## config.mk

```make
export PLATFORM = sky130hd
export DESIGN_NAME = wb_port_arbiter
export DESIGN_NICKNAME = d
export VERILOG_FILES = /design/src/rtl/wb_port_arbiter.sv
export SDC_FILE = /design/constraint.sdc
export NUM_CORES = 1
export LEC_CHECK = 0
export CAP_MARGIN = 20
export CORE_UTILIZATION = 40
export DETAILED_ROUTE_END_ITERATION = 6
export PLACE_DENSITY = 0.62
export SLEW_MARGIN = 20
export SYNTH_ARGS = -nofsm -noshare
export SYNTH_HDL_FRONTEND = slang
export SYNTH_SLANG_ARGS = --single-unit
```

## constraint.sdc

```tcl
create_clock -name clk -period 9.4 [get_ports clk]
set_input_delay 2.35 -clock clk [delete_from_list [all_inputs] [get_ports clk]]
set_output_delay 2.35 -clock clk [all_outputs]
set_load 0.005 [all_outputs]
```

## src/rtl/wb_port_arbiter.sv

```systemverilog
// Register-file write-port arbiter: ALU writeback vs multi-cycle unit, with ALU hold FIFO and MC anti-starvation.
// Optional performance counters are compiled in when WB_PERF_CNT_EN is defined.
module wb_port_arbiter #(
  parameter int DATA_W     = 32,
  parameter int SEL_W      = 5,
  parameter int HOLD_DEPTH = 4,
  parameter int MAX_WAIT   = 3
) (
  input  logic              clk,
  input  logic              rst,
  input  logic [DATA_W-1:0] S3_Result,
  input  logic [SEL_W-1:0]  S3_WriteSelect,
  input  logic              S3_WriteEnable,
  input  logic              MC_Valid,
  input  logic [DATA_W-1:0] MC_Result,
  input  logic [SEL_W-1:0]  MC_WriteSelect,
  output logic              MC_Ready,
  output logic [DATA_W-1:0] RF_WriteData,
  output logic [SEL_W-1:0]  RF_WriteSelect,
  output logic              RF_WriteEnable,
  output logic              Pipe_Stall,
  output logic              Hold_Overflow
`ifdef WB_PERF_CNT_EN
  ,
  output logic [31:0]       Perf_Conflicts,
  output logic [31:0]       Perf_Forced,
  output logic [31:0]       Perf_StallCycles
`endif
);

  localparam int PTR_W  = $clog2(HOLD_DEPTH);
  localparam int CNT_W  = PTR_W + 1;
  localparam int WAIT_W = $clog2(MAX_WAIT + 1);
  localparam int ENT_W  = SEL_W + DATA_W;

  localparam logic [CNT_W-1:0]  CNT_FULL  = CNT_W'(HOLD_DEPTH);
  localparam logic [CNT_W-1:0]  CNT_STALL = CNT_W'(HOLD_DEPTH - 2);
  localparam logic [WAIT_W-1:0] WAIT_MAX  = WAIT_W'(MAX_WAIT);

  logic [ENT_W-1:0]  mem_q [HOLD_DEPTH];
  logic [PTR_W-1:0]  rd_ptr_q, rd_ptr_d;
  logic [PTR_W-1:0]  wr_ptr_q, wr_ptr_d;
  logic [CNT_W-1:0]  count_q, count_d;
  logic [WAIT_W-1:0] wait_q, wait_d;
  logic              ovf_q, ovf_d;
  logic              stall_q, stall_d;
  logic              rf_we_q, rf_we_d;
  logic [SEL_W-1:0]  rf_sel_q, rf_sel_d;
  logic [DATA_W-1:0] rf_data_q, rf_data_d;

  logic              fifo_empty;
  logic              alu_cand;
  logic              conflict;
  logic              forced;
  logic              grant_mc;
  logic              grant_alu;
  logic              push;
  logic              push_ok;
  logic              pop;
  logic [ENT_W-1:0]  cand;

  always_comb begin
    fifo_empty = (count_q == '0);
    alu_cand   = !fifo_empty || S3_WriteEnable;
    // Once anything is held, the FIFO head is the oldest ALU write and must go first.
    cand       = fifo_empty ? {S3_WriteSelect, S3_Result} : mem_q[rd_ptr_q];
    conflict   = !rst && alu_cand && MC_Valid;
    forced     = conflict && (wait_q == WAIT_MAX);
    grant_mc   = !rst && MC_Valid && (!alu_cand || forced);
    grant_alu  = !rst && alu_cand && !grant_mc;
    pop        = grant_alu && !fifo_empty;
    push       = !rst && S3_WriteEnable && (!fifo_empty || grant_mc);
    push_ok    = push && ((count_q != CNT_FULL) || pop);

    rd_ptr_d   = rd_ptr_q + PTR_W'(pop);
    wr_ptr_d   = wr_ptr_q + PTR_W'(push_ok);
    count_d    = count_q + CNT_W'(push_ok) - CNT_W'(pop);
    ovf_d      = ovf_q || (push && !push_ok);
    stall_d    = (count_d >= CNT_STALL);

    wait_d = wait_q;
    if (!MC_Valid || grant_mc) begin
      wait_d = '0;
    end else if (wait_q != WAIT_MAX) begin
      wait_d = wait_q + WAIT_W'(1);
    end

    rf_we_d = grant_mc || grant_alu;
    if (grant_mc) begin
      {rf_sel_d, rf_data_d} = {MC_WriteSelect, MC_Result};
    end else begin
      {rf_sel_d, rf_data_d} = cand;
    end
  end

  always_ff @(posedge clk) begin
    if (rst) begin
      rd_ptr_q  <= '0;
      wr_ptr_q  <= '0;
      count_q   <= '0;
      wait_q    <= '0;
      ovf_q     <= 1'b0;
      stall_q   <= 1'b0;
      rf_we_q   <= 1'b0;
      rf_sel_q  <= '0;
      rf_data_q <= '0;
    end else begin
      rd_ptr_q  <= rd_ptr_d;
      wr_ptr_q  <= wr_ptr_d;
      count_q   <= count_d;
      wait_q    <= wait_d;
      ovf_q     <= ovf_d;
      stall_q   <= stall_d;
      rf_we_q   <= rf_we_d;
      rf_sel_q  <= rf_sel_d;
      rf_data_q <= rf_data_d;
    end
  end

  // Storage needs no reset: count_q alone defines which entries are live.
  always_ff @(posedge clk) begin
    if (push_ok) begin
      mem_q[wr_ptr_q] <= {S3_WriteSelect, S3_Result};
    end
  end

  assign MC_Ready       = grant_mc;
  assign RF_WriteEnable = rf_we_q;
  assign RF_WriteSelect = rf_sel_q;
  assign RF_WriteData   = rf_data_q;
  assign Pipe_Stall     = stall_q;
  assign Hold_Overflow  = ovf_q;

`ifdef WB_PERF_CNT_EN
  logic [31:0] perf_conf_q, perf_forced_q, perf_stall_q;

  always_ff @(posedge clk) begin
    if (rst) begin
      perf_conf_q   <= '0;
      perf_forced_q <= '0;
      perf_stall_q  <= '0;
    end else begin
      perf_conf_q   <= perf_conf_q + 32'(conflict);
      perf_forced_q <= perf_forced_q + 32'(forced);
      perf_stall_q  <= perf_stall_q + 32'(stall_q);
    end
  end

  assign Perf_Conflicts   = perf_conf_q;
  assign Perf_Forced      = perf_forced_q;
  assign Perf_StallCycles = perf_stall_q;
`endif

endmodule

```

==> run summary, run 1 <==
The run finished with clean final reports. The required time of the worst setup path was 7.05 ns; the pin count of the biggest net entering global routing was 51. The top cell types in the final layout, fill and taps aside, are sky130_fd_sc_hd__edfxtp_1, sky130_fd_sc_hd__clkdlybuf4s50_1, sky130_fd_sc_hd__a211oi_1.

In this run, synthesis produced a sequential element count of 197. The first global-routing pass estimated 25.8 mm of wire. Via count of the first global-routing pass: 4529.

Among cell families on the critical path, the largest total delay comes from buffers and inverters. The final critical delay including setup and external delays came out at 7.48 ns. Counting distinct cell types in the post-synthesis netlist gives 31.

The instance count along the most critical hold path was 1. The tools report the maximum root-to-sink buffer count as 2. Setup repair after global routing left no endpoint under its margin.

Adding up every negative setup slack in the final design gives 0 ns. The biggest fanout along the worst timing path is 40, and the post-synth net total is 510. Internal power comes to 1850 uW. The analysis attributes to cell leakage a power of 0.00322 uW.

The number of buffers created by CTS is 17, and the share of post-route cells with drive strength above 1 is 19.5%. The post-CTS setup repair buffer count is 0. Summed over all nets, the switching power comes to 650 uW. Cell at the slowest stage of the critical path: sky130_fd_sc_hd__or4_2. The logs give 9840 um2 for the area of all placed cells without fillers and 0 for the total overflow reported by the global router.

The post-detailed-placement cell area was 9210 um2. The final count of pins violating max slew is 0. The initialized floorplan defines 50 standard-cell rows. For this block, the routed nets add up to 16.5 mm of wire.

The clock latency at the later pin of the worst-skew pair was 0.43 ns; the iteration-0 DRC count of the detailed router was 273. The tools report the startpoint kind of the worst setup timing path as a primary input. Detailed placement finished with a half-perimeter wire length of 9.52 mm.

The setup check on the worst reg-to-reg path leaves a slack of 6.46 ns. The initial antenna violation count came out at 0. The most numerous cell type found on the critical path is sky130_fd_sc_hd__clkdlybuf4s50_1. STA classifies the critical path endpoint as an output port.

For this run, the detailed router's first-pass iteration total came to 4. The via-per-instance ratio is 5.29. The kind of critical path was in -> out. The startpoint identified for the worst hold timing path is wait_q[0]. The logs give 18900 um2 for the core area and 621 for the final net count.

The number of primary I/O pins is 119, and the final weighted congestion of routability-driven global placement is 0.644. Compared with the post-synthesis result, the final layout area differs by 26.4%. The tools report the combined global-route utilization of all metal layers as 17.5%. In this run switching power makes up 26.0% of total power. For the worst setup path, the data arrival time is 5.13 ns. The mapped netlist covers 7780 um2. For the pin with the worst max-slew slack, the measured transition is 1.13 ns. In this run, the combinational gates consume 25.4% of the power. The worst register-to-register path begins at wait_q[0]. The antenna diode count is 0.

The library cell used most frequently in the layout, excluding fill and tap cells, is sky130_fd_sc_hd__edfxtp_1. The worst-case setup slack after placement is 1.93 ns. VDD sags by at most 158 uV. In this run the critical register-to-register path is captured at mem_q[1][6]. For this configuration, the core starts out at a cell density of 41.2%. The floorplan step set the die height to 141 um. The tree is rooted in a sky130_fd_sc_hd__clkbuf_16. The number of max-capacitance violations reported is 0, and the count of endpoints failing hold in the final timing report is 0. In the final routed layout, each cell accounts on average for 20.4 um.

Number of clock sinks: 197. Buffers placed on the I/O ports in this run total 118. The post-CTS clock slew at the launch and capture registers of the worst setup and hold paths was 0.06 ns; the cell count after synthesis was 426. Measured along the x axis, the die boundary spans 141 um. The number of warnings printed during yosys synthesis was 0. The worst reg2reg path depth is 5, and the portion of the clock cycle consumed by the worst path in the final layout is 79.6%.

The critical path contains buffers and inverters numbering 4 combined. The largest incremental delay on the critical path came out at 0.68 ns. By area the synthesized netlist is led by sky130_fd_sc_hd__edfxtp_1, sky130_fd_sc_hd__dfxtp_1, sky130_fd_sc_hd__mux4_2.

Quantity of gates resized following cts: 0. Walking the worst path, the cells encountered are clkdlybuf4s50_1, or4_2, buf_4, a21o_2, inv_1, clkdlybuf4s50_1. The filler cells instantiated in the layout total 1582.

The logs give 0.456 ns for the post-route worst hold slack and 0.00783 ns for the final worst clock skew. For the relative max-transition margin, the log shows 24.9%. Summed over its instances, the top area cell type makes up 57.1% of the synthesized netlist area.

The share of total power dissipated in the clock network is 30.5%. Derived from the worst setup path, the maximum achievable clock frequency is 134 MHz. Across all layers, the routed design uses 4287 vias. A synthesized cell averages 18.3 um2. The level count of the clock H-tree came out at 4. The tightest min-delay check is of the reg -> reg type. The part of the power in registers is 44.1%.

The power density of the placed cells was 254 nW/um2. The area of the die came out at 20000 um2. TritonCTS built the clock tree.

Buffers inserted to repair hold after CTS numbered 0. The tools report the worst hold path endpoint as wait_q[0]. The post-route DRC violation count is 0. Setup violations remaining at the end of the flow were counted as 0. Sequential cells were found to cover 69.7% of the synthesized design area. The count of nets left with antenna violations once routing finished came out at 0.

The worst path meets setup with 1.92 ns of slack. The dominant cell type by area after synthesis was sky130_fd_sc_hd__edfxtp_1.
-- power groups by stage --
stage	Combinational (uW)	Sequential, uW	Clock, uW
2_1_floorplan	415	1090	0
3_3_place_gp	637	1120	0
3_5_place_dp	641	1120	0
4_1_cts	645	1100	779
5_1_grt	686	1120	806
6_report	636	1100	762
-- per-stage QoR --
stage	instances	power (uW)	util [%]
2_1_floorplan	426	1510	-
3_3_place_gp	778	1760	48.8
3_5_place_dp	778	1760	48.8
4_1_cts	810	2530	52.1
5_1_grt	810	2610	52.1
6_report	810	2500	52.1
-- worst max-delay path by stage --
stage / startpoint / endpoint / slack, ns / depth (start not counted)
floorplan: MC_Valid / mem_q[1][0] / 3.18 / 3
global placement: S3_WriteEnable / MC_Ready / 2.00 / 6
detailed placement: S3_WriteEnable / MC_Ready / 1.93 / 6
CTS: S3_WriteEnable / MC_Ready / 1.92 / 6
global route: S3_WriteEnable / MC_Ready / 1.81 / 6
finish: S3_WriteEnable / MC_Ready / 1.92 / 6
-- flip-flops by register name, indices dropped and copies added (netlist names) --
signal and count:
RF_WriteData 32, mem_q 148, RF_WriteEnable 1, wr_ptr_q 2, RF_WriteSelect 5, wait_q 2, Pipe_Stall 1, Hold_Overflow 1
rd_ptr_q 2, count_q 3
-- logic make-up (layout without fill, tap and decap cells) --
family / count (synthesis) / in the layout / synth area share, %
xor gates and xnor gates: 4 / 4 / 0.450
AOI/OAI and AO/OA: 81 / 81 / 9.13
adders and majority gates: 6 / 6 / 1.06
and+or+nand+nor: 22 / 22 / 1.70
muxes: 74 / 74 / 15.5
DFF: 197 / 197 / 69.7
buffers and inverters: 42 / 166 / 2.46
-- layer usage --
metal	global-route usage (%)	vias up	wire (um)	part of all wire, %
met2	27.8	114	7860	48
met4	6.06	0	214	1.3
met5	0	-	0	0
li1	-	1964	-	-
met3	3.85	15	751	4.5
met1	24.0	2194	7710	47
-- synthesized netlist by cell type, drive strengths merged --
cell type and count:
dfxtp 49, nand2b 1, buf 15, inv 7
xnor2 4, nor2b 4, nor4b 1, or4 1
and3 1, nor4 2, nor2 6, clkbuf 20
mux4 37, a21bo 1, o21ba 1, a211oi 76
or4bb 1, edfxtp 148, nor3b 2, nor3 2
a311o 1, a21o 1, o21bai 1, mux2i 37
ha 5, fa 1, nand3b 1
-- area by class of cell --
cell class	count	area (um2)	area share, %
timing repair buffer	127	1240	12.6
tap	260	325	3.31
clock inverter	13	179	1.82
sequential	197	5430	55.2
clock buffer	19	443	4.50
multi-input combinational	187	2190	22.3
inverter	7	26.3	0.267
Note: power is estimated with default switching activity, not from simulation.
==> run 2, diff against run 1 <==
--- a/config.mk
+++ b/config.mk
@@ -8,7 +8,7 @@
 export CAP_MARGIN = 20
 export CORE_UTILIZATION = 40
 export DETAILED_ROUTE_END_ITERATION = 6
-export PLACE_DENSITY = 0.62
+export PLACE_DENSITY = 0.65
 export SLEW_MARGIN = 20
 export SYNTH_ARGS = -nofsm -noshare
 export SYNTH_HDL_FRONTEND = slang
==> constraint.sdc (replaced) <==
create_clock -name clk -period 6.5 [get_ports clk]
set_input_delay 1.625 -clock clk [delete_from_list [all_inputs] [get_ports clk]]
set_output_delay 1.625 -clock clk [all_outputs]
set_load 0.005 [all_outputs]
==> run 2 against run 1 <==
Net effect: final cell count grew 0.25%; via count is essentially flat; clock skew is essentially flat; highest routed layer unchanged; critical endpoint unchanged; sequential share of layout area shrank 0.48 points; combinational power grew 38%.
==> run summary, run 2 (synthesis gave the netlist of run 1 again) <==
The run finished with clean final reports. Cell internal power was estimated by the tool at 2790 uW. The logs give 0 ns for the total negative setup slack and 0 for the post-route DRC violation count. For the via count of the first global-routing pass, the log shows 4618.

Maximum root-to-sink buffer count: 2. For the count of endpoints failing hold in the final timing report, the log shows 0. The leading cell type in the layout, fill and taps excluded is sky130_fd_sc_hd__edfxtp_1.

The tools report the reported leakage power as 0.00326 uW. The share of post-route cells with drive strength above 1 was 20.1%; the number of standard cells in the final layout excluding fillers was 812. In the final layout, the multi-input gates occupy 2190 um2.

The worst setup path is captured at an output port. The level count of the clock H-tree was 4. The min-delay analysis places its worst path in the category reg -> reg. The congestion estimate from routability-driven global placement came to 0.725. The power density of the placed cells is 374 nW/um2. The iteration-0 DRC count of the detailed router is 266, and the number of primary I/O pins is 119. Clock-pin slew was measured on the worst setup and hold paths at 0.07 ns. In this run the tool buffered the top-level ports with 118 buffer cells. The endpoint of the worst-slack reg-to-reg timing path is Pipe_Stall. The final worst clock skew came out at 0.00825 ns. Summing all flip-flop and latch instances after layout gives 5430 um2. Compared with the post-synthesis result, the final layout area differs by 27.6%. The setup check on the worst reg-to-reg path leaves a slack of 3.70 ns. The run gives 3.56 ns as the data arrival time of the critical path. Measured in cells, the most critical reg-to-reg path has a length of 9. The switching share of power is 24.7%, and the remaining antenna violation count is 0. In the finished design, the share of the clock period the worst path needs comes to 79.7%. The tools report the quantity of hold-fixing buffers added after cts as 0.

The final critical delay including setup and external delays is 5.18 ns, and the via count is 4285. In this run the worst path has a maximum fanout of 4. The logs give 9.62 mm for the post-DP HPWL and 197 for the number of clock sinks. The pin count of the biggest net entering global routing is 50, and the width of the die is 141 um. Counting the fill cells in the layout gives 1570. The antenna diode count was 0; the maximum vdd drop was 183 uV.

The number of setup violations in the final report is 0, and the clock latency at the later pin of the worst-skew pair is 0.42 ns. The first TritonRoute pass finished after 4 iterations. For the pin with the worst max-slew slack, the measured transition is 1.05 ns. The final layout contains 623 nets.

TritonCTS built the clock tree. The wire length per cell after detailed routing is 20.1 um. The largest register by flop count is mem_q. The tools report the combinational power share as 23.7%. After clock tree synthesis, the repair step resized 0 gates. Following the worst setup path forward leads to its endpoint at MC_Ready. The launching point of the worst reg2reg path is count_q[2].

Count of standard-cell rows: 50. In the layout the commonest cells are sky130_fd_sc_hd__edfxtp_1, sky130_fd_sc_hd__clkdlybuf4s50_1, sky130_fd_sc_hd__a211oi_1. The die covers 20000 um2. The setup path with the least slack is of type in -> out. The flip-flop count of the largest register after layout works out to 148.

The die is 141 um tall. The number of buffers created by CTS is 17. Buffers added to address setup during post-CTS repair amount to 0.

Wire length of the first global-routing pass: 25.5 mm. In this run the standard cell core region covers 18900 um2. In this run the clock root is driven by a sky130_fd_sc_hd__clkbuf_16.

Using the TritonRoute via totals, the vias-per-cell ratio works out to 5.28. The worst pin sits at a relative slew slack of 30.2%. For the upper clock frequency limit, the log shows 193 MHz. The tools report the clock network power share as 32.7%. Once placement completed, the tool counted placed cells totaling 780. Setup repair after global routing left no endpoint under its margin. For the final count of pins violating max slew, the log shows 0. The tool flagged a number of max-cap violations equal to 0.

The part of the power in registers was 43.6%; the net load switching power was 917 uW. STA classifies the critical path startpoint as a primary input. After detailed routing, the total wire length is 16.3 mm.

The total overflow reported by the global router was 0. The starting density of the core came out at 41.2%. The tools report the beginning of the critical path as S3_WriteEnable. The combined global-route utilization of all metal layers was 17.2%. The initial antenna violation count is 0, and the required time of the worst setup path is 4.88 ns.
[run 2: cell count changes in the layout (fill, tap and decap cells not counted)]
cell,before,now
sky130_fd_sc_hd__inv_2,0,1
sky130_fd_sc_hd__clkinv_2,3,1
sky130_fd_sc_hd__dfxtp_4,0,1
sky130_fd_sc_hd__clkbuf_1,1,2
sky130_fd_sc_hd__inv_8,1,0
sky130_fd_sc_hd__buf_4,9,11
sky130_fd_sc_hd__dfxtp_2,2,1
sky130_fd_sc_hd__inv_6,0,1
sky130_fd_sc_hd__bufinv_16,4,7
sky130_fd_sc_hd__clkinv_1,3,0
[run 2: power by group through the flow]
stage	logic [uW]	clock network [uW]	registers [uW]
after global placement	880	0	1650
after detailed placement	887	0	1660
after floorplan	600	0	1580
after global routing	944	1290	1650
final	879	1210	1620
after CTS	896	1240	1630
[run 2: metal layers]
layer	wire length [um]	share of wire, %	track usage (%)	up-vias
li1	-	-	-	1975
met1	7110	44	21.7	2195
met2	8450	52	29.8	97
met3	560	3.4	3.21	18
met4	206	1.3	5.94	0
met5	0	0	0	-
[run 2: per-stage QoR]
step	worst slack [ns]	total power, uW	hold WS [ns]	instance area (um2)	utilization, %
global placement	1.32	2530	0.419	9230	48.9
global route	1.27	3870	0.450	9930	52.5
floorplan	1.01	2180	0.407	7780	-
CTS	1.32	3760	0.442	9930	52.5
detailed placement	1.33	2540	0.433	9230	48.9
finish	1.32	3710	0.437	9930	52.5
[run 2: worst max-delay path, stage by stage]
cell and delay (ns):
sky130_fd_sc_hd__clkdlybuf4s50_1 0.46, sky130_fd_sc_hd__or4_2 0.69, sky130_fd_sc_hd__a21o_2 0.24, sky130_fd_sc_hd__inv_1 0.05, sky130_fd_sc_hd__clkdlybuf4s50_1 0.49
[run 2: cell type report]
cell class	instances	share of cell area (%)
Clock buffer	20	4.50
Clock inverter	12	2.51
Inverter	7	0.265
Multi-Input combinational cell	187	22.1
Sequential cell	197	54.7
Tap cell	260	3.28
Timing Repair Buffer	129	12.7
[run 2: worst min-delay path by stage]
stage                    from        end  slack, ns  cells past startpoint
floorplan           wait_q[0]  wait_q[0]       0.41                      1
global placement    wait_q[0]  wait_q[0]       0.42                      1
detailed placement  wait_q[0]  wait_q[0]       0.43                      1
CTS                 wait_q[0]  wait_q[0]       0.44                      1
global route        wait_q[0]  wait_q[0]       0.45                      1
finish              wait_q[0]  wait_q[0]       0.44                      1
